==> src/rtl/decode_issue.sv <==
`default_nettype none
// ============================================================================
// Module   : decode_issue
// Purpose  : RV32I decode/issue stage with a write-pending scoreboard that
//            stalls read-after-write hazards until writeback retires the
//            producing instruction.
// Revision : 1.0 - initial release
// ============================================================================
module decode_issue #(
    parameter int XLEN  = 32,
    parameter int RF_AW = 5
) (
    input  logic             CLOCK_50,
    input  logic             rst_n,
    input  logic             in_valid,
    output logic             in_ready,
    input  logic [31:0]      in_instr,
    input  logic [XLEN-1:0]  in_pc,
    output logic [RF_AW-1:0] rf_addr_a,
    output logic [RF_AW-1:0] rf_addr_b,
    input  logic [XLEN-1:0]  rf_data_a,
    input  logic [XLEN-1:0]  rf_data_b,
    input  logic             wb_valid,
    input  logic [RF_AW-1:0] wb_dst,
    input  logic             flush,
    output logic             out_valid,
    input  logic             out_ready,
    output logic [XLEN-1:0]  out_pc,
    output logic [XLEN-1:0]  out_rs1_val,
    output logic [XLEN-1:0]  out_rs2_val,
    output logic [XLEN-1:0]  out_imm,
    output logic [RF_AW-1:0] out_rd,
    output logic [6:0]       out_opcode,
    output logic [2:0]       out_funct3,
    output logic [6:0]       out_funct7,
    output logic             out_reg_write
);

    localparam int         c_NREG     = 1 << RF_AW;
    localparam logic [6:0] c_OP_REG   = 7'b0110011;
    localparam logic [6:0] c_OP_IMM   = 7'b0010011;
    localparam logic [6:0] c_OP_LOAD  = 7'b0000011;
    localparam logic [6:0] c_OP_JALR  = 7'b1100111;
    localparam logic [6:0] c_OP_STORE = 7'b0100011;
    localparam logic [6:0] c_OP_BR    = 7'b1100011;
    localparam logic [6:0] c_OP_LUI   = 7'b0110111;
    localparam logic [6:0] c_OP_AUIPC = 7'b0010111;
    localparam logic [6:0] c_OP_JAL   = 7'b1101111;

    logic [6:0]       w_opcode;
    logic [RF_AW-1:0] w_rd;
    logic [RF_AW-1:0] w_rs1;
    logic [RF_AW-1:0] w_rs2;
    logic [XLEN-1:0]  w_imm;
    logic             w_use_rs1;
    logic             w_use_rs2;
    logic             w_writes;
    logic             w_reg_write;
    logic             w_haz_rs1;
    logic             w_haz_rs2;
    logic             w_in_ready;
    logic             w_accept;
    logic             w_out_fire;
    logic [c_NREG-1:0] w_busy_next;

    logic             r_out_valid;
    logic [XLEN-1:0]  r_out_pc;
    logic [XLEN-1:0]  r_out_rs1_val;
    logic [XLEN-1:0]  r_out_rs2_val;
    logic [XLEN-1:0]  r_out_imm;
    logic [RF_AW-1:0] r_out_rd;
    logic [6:0]       r_out_opcode;
    logic [2:0]       r_out_funct3;
    logic [6:0]       r_out_funct7;
    logic             r_out_reg_write;
    logic [c_NREG-1:0] r_busy;

    assign w_opcode = in_instr[6:0];
    assign w_rd     = in_instr[7 +: RF_AW];
    assign w_rs1    = in_instr[15 +: RF_AW];
    assign w_rs2    = in_instr[20 +: RF_AW];

    always_comb begin
        w_imm     = '0;
        w_use_rs1 = 1'b0;
        w_use_rs2 = 1'b0;
        w_writes  = 1'b0;
        case (w_opcode)
            c_OP_REG: begin
                w_use_rs1 = 1'b1;
                w_use_rs2 = 1'b1;
                w_writes  = 1'b1;
            end
            c_OP_IMM, c_OP_LOAD, c_OP_JALR: begin
                w_imm     = XLEN'($signed(in_instr[31:20]));
                w_use_rs1 = 1'b1;
                w_writes  = 1'b1;
            end
            c_OP_STORE: begin
                w_imm     = XLEN'($signed({in_instr[31:25], in_instr[11:7]}));
                w_use_rs1 = 1'b1;
                w_use_rs2 = 1'b1;
            end
            c_OP_BR: begin
                w_imm     = XLEN'($signed({in_instr[31], in_instr[7], in_instr[30:25],
                                           in_instr[11:8], 1'b0}));
                w_use_rs1 = 1'b1;
                w_use_rs2 = 1'b1;
            end
            c_OP_LUI, c_OP_AUIPC: begin
                w_imm    = XLEN'($signed({in_instr[31:12], 12'b0}));
                w_writes = 1'b1;
            end
            c_OP_JAL: begin
                w_imm    = XLEN'($signed({in_instr[31], in_instr[19:12], in_instr[20],
                                          in_instr[30:21], 1'b0}));
                w_writes = 1'b1;
            end
            default: ;
        endcase
    end

    assign w_reg_write = w_writes && (w_rd != '0);

    // The held bundle has not set its busy bit yet, so it is checked separately.
    assign w_haz_rs1 = w_use_rs1 && (w_rs1 != '0) &&
                       (r_busy[w_rs1] || (r_out_valid && r_out_reg_write && (r_out_rd == w_rs1)));
    assign w_haz_rs2 = w_use_rs2 && (w_rs2 != '0) &&
                       (r_busy[w_rs2] || (r_out_valid && r_out_reg_write && (r_out_rd == w_rs2)));

    assign w_in_ready = (!r_out_valid || out_ready) &&
                        !(in_valid && (w_haz_rs1 || w_haz_rs2)) && !flush;
    assign w_accept   = in_valid && w_in_ready;
    assign w_out_fire = r_out_valid && out_ready && !flush;

    // Clear first, then set: a departing producer is younger than the retiring one.
    always_comb begin
        w_busy_next = r_busy;
        if (wb_valid && (wb_dst != '0)) begin
            w_busy_next[wb_dst] = 1'b0;
        end
        if (w_out_fire && r_out_reg_write) begin
            w_busy_next[r_out_rd] = 1'b1;
        end
        w_busy_next[0] = 1'b0;
    end

    always_ff @(posedge CLOCK_50 or negedge rst_n) begin
        if (!rst_n) begin
            r_busy <= '0;
        end else begin
            r_busy <= w_busy_next;
        end
    end

    always_ff @(posedge CLOCK_50 or negedge rst_n) begin
        if (!rst_n) begin
            r_out_valid     <= 1'b0;
            r_out_pc        <= '0;
            r_out_rs1_val   <= '0;
            r_out_rs2_val   <= '0;
            r_out_imm       <= '0;
            r_out_rd        <= '0;
            r_out_opcode    <= '0;
            r_out_funct3    <= '0;
            r_out_funct7    <= '0;
            r_out_reg_write <= 1'b0;
        end else begin
            if (flush) begin
                r_out_valid <= 1'b0;
            end else if (w_accept) begin
                r_out_valid <= 1'b1;
            end else if (w_out_fire) begin
                r_out_valid <= 1'b0;
            end
            if (w_accept) begin
                r_out_pc        <= in_pc;
                r_out_rs1_val   <= rf_data_a;
                r_out_rs2_val   <= rf_data_b;
                r_out_imm       <= w_imm;
                r_out_rd        <= w_rd;
                r_out_opcode    <= w_opcode;
                r_out_funct3    <= in_instr[14:12];
                r_out_funct7    <= in_instr[31:25];
                r_out_reg_write <= w_reg_write;
            end
        end
    end

    assign in_ready      = w_in_ready;
    assign rf_addr_a     = w_rs1;
    assign rf_addr_b     = w_rs2;
    assign out_valid     = r_out_valid;
    assign out_pc        = r_out_pc;
    assign out_rs1_val   = r_out_rs1_val;
    assign out_rs2_val   = r_out_rs2_val;
    assign out_imm       = r_out_imm;
    assign out_rd        = r_out_rd;
    assign out_opcode    = r_out_opcode;
    assign out_funct3    = r_out_funct3;
    assign out_funct7    = r_out_funct7;
    assign out_reg_write = r_out_reg_write;

endmodule
`default_nettype wire

==> config.mk <==
export PLATFORM = sky130hd
export DESIGN_NAME = decode_issue
export DESIGN_NICKNAME = d
export VERILOG_FILES = /design/src/rtl/decode_issue.sv
export SDC_FILE = /design/constraint.sdc
export NUM_CORES = 1
export LEC_CHECK = 0
export CORE_ASPECT_RATIO = 0.5
export CORE_UTILIZATION = 40
export CTS_CLUSTER_DIAMETER = 30
export CTS_CLUSTER_SIZE = 25
export DETAILED_ROUTE_END_ITERATION = 16
export GPL_TIMING_DRIVEN = 0
export HOLD_SLACK_MARGIN = 0.1
export MAX_ROUTING_LAYER = met4
export PLACE_DENSITY = 0.71
export SLEW_MARGIN = 40
export SYNTH_ARGS = -nofsm -noshare
export SYNTH_HDL_FRONTEND = slang
export SYNTH_SLANG_ARGS = --single-unit
==> constraint.sdc <==
create_clock -name CLOCK_50 -period 4.38 [get_ports CLOCK_50]
set_clock_uncertainty 0.15 [all_clocks]
set_input_delay 0.876 -clock CLOCK_50 [delete_from_list [all_inputs] [get_ports CLOCK_50]]
set_output_delay 0.876 -clock CLOCK_50 [all_outputs]
set_load 0.05 [all_outputs]
==> results of run 1 <==
## metrics by stage
step	setup TNS [ns]	total power, W	instances
after CTS	0	0.005312	1238
after global routing	-0.002963	0.005472	1238
final	0	0.005263	1238
after floorplan	0	0.003120	643
after global placement	-990.87	0.003819	1204
after detailed placement	-16.89	0.003850	1206
## cell families (layout without fill, tap and decap cells)
| logic type | Yosys count | in the layout | share of synthesized area |
|---|---|---|---|
| DFF | 183 | 183 | 0.5539 |
| buffers and inverters | 77 | 406 | 0.05342 |
| AOI/OAI and AO/OA | 114 | 114 | 0.07854 |
| and+or+nand+nor | 90 | 90 | 0.05811 |
| xor gates and xnor gates | 10 | 10 | 0.01059 |
| muxes | 169 | 169 | 0.2455 |
## power breakdown
group	internal [W]	switching [W]
sequential	0.00190	0.000109
combinational	0.000672	0.00113
clock	0.000798	0.000657
total	0.00337	0.00189
## worst paths after layout
check                                  startpoint                          end  cells past startpoint
min                                         rst_n         r_busy[25]$_DFF_PN0_                      1
max reg2reg                  r_busy[13]$_DFF_PN0_       out_imm[1]$_DFFE_PN0P_                      9
min reg2reg                out_pc[12]$_DFFE_PN0P_       out_pc[12]$_DFFE_PN0P_                      1
min in group CLOCK_50      out_pc[12]$_DFFE_PN0P_       out_pc[12]$_DFFE_PN0P_                      1
max in group asynchronous                   rst_n  out_rs1_val[26]$_DFFE_PN0P_                      3
max                                  in_instr[17]                     in_ready                      8
## area by class of cell
class                   count  area (sq um)  area share
clock inverters             7         72.57    0.005965
multi-input cells         383          3252      0.2673
plain buffers              46         336.6     0.02767
well taps                 266         332.8     0.02736
flip-flops and latches    183          4579      0.3764
clock buffers              25         465.4     0.03826
inverters                  31         116.4    0.009565
repair buffers            297          3010      0.2475
## routing by layer
layer | share of wire | up-vias | GRT usage | wire, um
met4 | 0.018 | 0 | 0.07937 | 432
met1 | 0.43 | 3192 | 0.2923 | 10160
li1 | - | 2915 | - | -
met5 | 0 | - | - | 0
met2 | 0.51 | 204 | 0.3904 | 12100
met3 | 0.048 | 30 | 0.03839 | 1135
## cells in the final DEF, fill, tap and decap left out, drive strengths merged, types with 3 or more instances in the layout
master	instances
nand2b	3
dfrtp	183
nand4	4
inv	31
clkinvlp	5
nand3b	10
a21oi	24
nand2	25
buf	38
o31ai	4
nor3	5
clkdlybuf4s50	293
mux2i	28
mux2	127
or3	3
nand3	11
mux4	14
o21ai	68
nor2	16
clkbuf	37
xnor2	9
a22o	4
## timing repair
action,CTS,global route
gates resized for setup,7,6
cloned,0,0
setup endpoints to repair,1,1
pin swaps,0,0
## registers in the layout, summed over array words and instances (netlist names)
| signal | count |
|---|---|
| out_imm | 32 |
| out_pc | 32 |
| out_rs1_val | 32 |
| out_rs2_val | 32 |
| r_busy | 31 |
| out_funct7 | 7 |
| out_opcode | 7 |
| out_rd | 5 |
| out_funct3 | 3 |
| out_reg_write | 1 |
| out_valid | 1 |
## critical path, cell delays in order
cell and delay, ns:
clkdlybuf4s50_1 0.59, clkbuf_4 0.29, mux4_2 0.32, mux2_2 0.30, a211oi_1 0.29, o32ai_2 0.17
a21oi_1 0.18, buf_4 0.22
==> impl_metrics.csv, run 1 <==
group,metric,value,unit
status,status,"completed",
power_and_ir_drop,ir_drop,267.6,uV
detailed_routing,first_pass_iters,6,
layout,nets,1098,
placement,post-place-ws,-0.8077,ns
grt,grt_pass1_wl,36880,um
timing,setup_viol,0,
synth,synth_common_cells,"dfrtp_1 (183), o21ai_0 (67), mux2_1 (64)",
grt,grt_max_degree,67,
detailed_routing,wl,23820,um
layout,area_growth,47.14,%
timing,drv_slew,0,
detailed_routing,avgRoutedWirePerCell,19.24,um
timing,hold_viol,0,
layout,n_antenna_cell,0,
placement,post-dp-hpwl,17860,um
clock_network,root_buffer,"clkbuf_16",
timing,max_slew.worst_pin.slew,0.5825,ns
timing,whs,0.2352,ns
min_path,hold_path.class,"in2async",
worst_setup_path,crit_fanout,10,
clock_network,cts_tree,"built",
clock_network,h-tree-depth,4,
detailed_routing,num_vias,6341,
timing,fin_crit_sh,0.9746,
timing,max_freq,234.3,MHz
grt,grt_use_total,0.2353,
die,dieArea,21280,sq um
timing,post-route-min-period,4.269,ns
synth,synth_edf_count,0,
synth,synth_top_area_cell,"dfrtp_1",
synth,ys_seq_elements,183,
die,die_y,103.7,um
placement,place_area,11620,sq um
die,initial_utilization,0.4162,
worst_setup_path,start_kind,"primary input",
timing,maxSlewHeadroom,0.6104,
worst_setup_path,crit_type,"in2out",
synth,ys_types,50,
clock_network,cts_hold_buf,0,
die,coreArea,19860,sq um
worst_setup_path,rrSetupSlack,1.28,ns
grt,gr-total-overflow,0,
clock_network,clockBufferDepth,2,
job,max-cap-violations,0,
detailed_routing,drt-vias-per-instance,5.122,
die,die_w,205.3,um
detailed_routing,drc,0,
synth,ys_seq_area_frac,0.5539,
synth,syn_nets,782,
die,rows,36,
synth,syn_avg_cell_area,12.86,sq um
detailed_routing,drtIter0Drc,376,
synth,synthCells,643,
die,pin_count,302,
placement,placement.io_buffers,295,
layout,fin_util,0.6124,
worst_setup_path,cp-end-kind,"output pin",
layout,final_area,12170,sq um
synth,synth.area.top_cells,"dfrtp_1 (55%), mux2_1 (8.7%), mux2_2 (8.4%), o21ai_0 (4.1%), mux4_2 (3.8%)",
synth,syn_area,8268,sq um
power_and_ir_drop,power_leakage,4.955,nW
grt,grt_pass1_vias,6532,
power_and_ir_drop,powerDensity,432.6,nW/um^2
layout,layout-drive-gt1-share,0.1512,
clock_network,insertion_delay,0.44,ns
clock_network,cts_sinks,183,
detailed_routing,ant_nets,0,
clock_network,cts_buffers,17,
worst_setup_path,critPathRequiredTime,3.35,ns
layout,final.fill_count,1601,
worst_setup_path,crit_arrival,3.24,ns
synth,synth_async_sr_flop_share,1.000,
placement,gp_congestion,0.8824,
synth,synth_most_common_cell,"dfrtp_1",
clock_network,clk_pin_slew,0.07,ns
synth,synth_top_area_share,0.5539,
timing,fin_ws,0.1113,ns
synth,ys.flop_type,"dfrtp_1",
clock_network,postCtsSetupBuffers,0,
synth,ys_warn_count,0,
grt,antenna_found_initial,0,
Power figures use the tool's default switching activity.
==> run 2: changes to the inputs <==
--- a/config.mk
+++ b/config.mk
@@ -15,5 +15,5 @@
 export MAX_ROUTING_LAYER = met4
 export PLACE_DENSITY = 0.71
-export SLEW_MARGIN = 40
+export REMOVE_ABC_BUFFERS = 1
 export SYNTH_ARGS = -nofsm -noshare
 export SYNTH_HDL_FRONTEND = slang
--- a/constraint.sdc
+++ b/constraint.sdc
@@ -3,3 +3,3 @@
 set_input_delay 0.876 -clock CLOCK_50 [delete_from_list [all_inputs] [get_ports CLOCK_50]]
 set_output_delay 0.876 -clock CLOCK_50 [all_outputs]
-set_load 0.05 [all_outputs]
+set_load 0.02 [all_outputs]
==> run 2 against run 1 <==
Compared with the run above:
- design area hardly changed
- die area stayed put
- core utilization is 0.057 points higher
- clock power is 12% higher
- final cell count is 2.3% lower
- worst hold slack better by 0.039 ns
- count of clock-buffer cells in the layout is 4 lower
- critical endpoint unchanged
- largest power group unchanged
==> impl_metrics.csv, run 2 (synthesized netlist as in run 1, its figures left out) <==
group,metric,value,unit
status,status,"completed",
timing,drv_slew,0,
clock_network,h-tree-depth,4,
die,rows,36,
worst_setup_path,critPathRequiredTime,3.35,ns
worst_setup_path,crit_fanout,7,
clock_network,root_buffer,"clkbuf_16",
die,die_w,205.3,um
grt,grt_pass1_vias,6357,
placement,place_area,11540,sq um
layout,n_antenna_cell,0,
detailed_routing,num_vias,6232,
timing,fin_ws,0.2128,ns
clock_network,cts_buffers,17,
detailed_routing,avgRoutedWirePerCell,18.98,um
layout,final_common_cell,"clkdlybuf4s50_1",
clock_network,clockBufferDepth,2,
worst_setup_path,rr_startpoint,"r_busy[13]$_DFF_PN0_",
layout,final.fill_count,1575,
timing,max_slew.worst_pin.slew,0.9688,ns
job,max-cap-violations,0,
timing,max_freq,240.0,MHz
detailed_routing,first_pass_iters,4,
clock_network,cts_tree,"built",
timing,setup_viol,0,
die,pin_count,302,
detailed_routing,wl,22940,um
detailed_routing,drc,0,
placement,post-place-ws,-1.121,ns
detailed_routing,drtIter0Drc,399,
grt,grt_pass1_wl,36210,um
worst_setup_path,crit_arrival,3.14,ns
grt,antenna_found_initial,0,
power_and_ir_drop,powerDensity,404.2,nW/um^2
die,dieArea,21280,sq um
timing,fin_crit_sh,0.9514,
placement,placement.io_buffers,301,
clock_network,clk_pin_slew,0.06,ns
clock_network,insertion_delay,0.43,ns
grt,gr-total-overflow,0,
worst_setup_path,reg2reg_depth,12,
die,die_y,103.7,um
detailed_routing,drt-vias-per-instance,5.155,
clock_network,cts_hold_buf,0,
die,initial_utilization,0.4162,
placement,gp_congestion,0.8352,
timing,maxSlewHeadroom,0.3527,
layout,final_cell_mix,"clkdlybuf4s50_1 (293), dfrtp_1 (183), o21ai_0 (67), mux2_1 (64), mux2_2 (62)",
timing,rsz0062_at_grt,"no",
min_path,hold_path.class,"in2async",
clock_network,cts_sinks,183,
grt,grt_max_degree,108,
detailed_routing,ant_nets,0,
timing,hold_viol,0,
timing,post-route-min-period,4.167,ns
grt,grt_use_total,0.2304,
layout,area_growth,47.28,%
layout,nets,1069,
layout,layout-drive-gt1-share,0.1421,
worst_setup_path,start_kind,"primary input",
worst_setup_path,crit_type,"in2out",
power_and_ir_drop,ir_drop,208.7,uV
placement,post-dp-hpwl,16720,um
power_and_ir_drop,power_leakage,4.936,nW
worst_setup_path,cp-end-kind,"output pin",
worst_setup_path,worstSetupStartpoint,"in_instr[24]",
layout,fin_util,0.6130,
layout,final_area,12180,sq um
die,coreArea,19860,sq um
[run 2: cell types whose count changed in the layout (fill, tap and decap cells not counted), moves of 2 or more]
cell,before,now
clkdlybuf4s15_2,0,3
bufinv_16,1,3
clkbuf_8,1,3
buf_2,5,0
buf_4,17,4
clkbuf_1,18,1
buf_16,2,7
clkinv_4,0,2
buf_6,11,0
dlygate4sd2_1,0,2
buf_8,2,4
[run 2: cell type report]
type                            instances  area (sq um)  area share
Sequential cell                       183          4579      0.3761
Timing Repair Buffer                  314          3277      0.2691
Multi-Input combinational cell        383          3253      0.2672
Clock buffer                           21         470.5     0.03864
Tap cell                              266         332.8     0.02733
Clock inverter                         11         147.6     0.01212
Inverter                               31         116.4    0.009556
[run 2: path summary, 6_finish.rpt]
path	end	slack [ns]
max in group asynchronous	out_pc[3]$_DFFE_PN0P_	2.86
setup reg to reg	out_rs1_val[8]$_DFFE_PN0P_	0.85
hold reg to reg	out_pc[0]$_DFFE_PN0P_	0.34
hold / removal	r_busy[18]$_DFF_PN0_	0.27
min in group CLOCK_50	out_pc[0]$_DFFE_PN0P_	0.34
setup / recovery	in_ready	0.21
[run 2: timing repair]
item,4_1_cts,5_1_grt
setup buffers,0,2
pin swaps,0,1
gates resized for setup,21,0
endpoints found under the setup margin,95,17
[run 2: through the flow]
| step | setup TNS, ns | hold WS [ns] | instances | power (W) |
|---|---|---|---|---|
| detailed placement | -94.59 | 0.3238 | 1175 | 0.003345 |
| global placement | -1767.20 | 0.3164 | 1164 | 0.003307 |
| global route | 0 | 0.3116 | 1209 | 0.005128 |
| floorplan | -329.41 | 0.3321 | 597 | 0.002589 |
| CTS | 0 | 0.2803 | 1207 | 0.004973 |
| finish | 0 | 0.2742 | 1209 | 0.004922 |
[run 2: worst max-delay path: stages]
cell             delay (ns)
clkdlybuf4s50_1        0.69
xnor2_1                0.17
nand4_1                0.14
o31ai_1                0.26
nor3_1                 0.11
o32ai_2                0.42
a21oi_1                0.13
dlygate4sd2_1          0.35
[run 2: power breakdown]
| part | internal [W] | leakage [nW] | switching [W] |
|---|---|---|---|
| Clock | 0.000944 | 0.291 | 0.000675 |
| Sequential | 0.00190 | 2.29 | 0.000136 |
| Combinational | 0.000671 | 2.36 | 0.000597 |
| Total | 0.00351 | 4.94 | 0.00141 |
[run 2: metal layers]
layer	vias up	GRT usage	routed length, um
li1	2859	-	-
met3	36	0.04468	1170
met1	3129	0.2806	9517
met5	-	-	0
met4	0	0.07672	419
met2	208	0.3842	11830
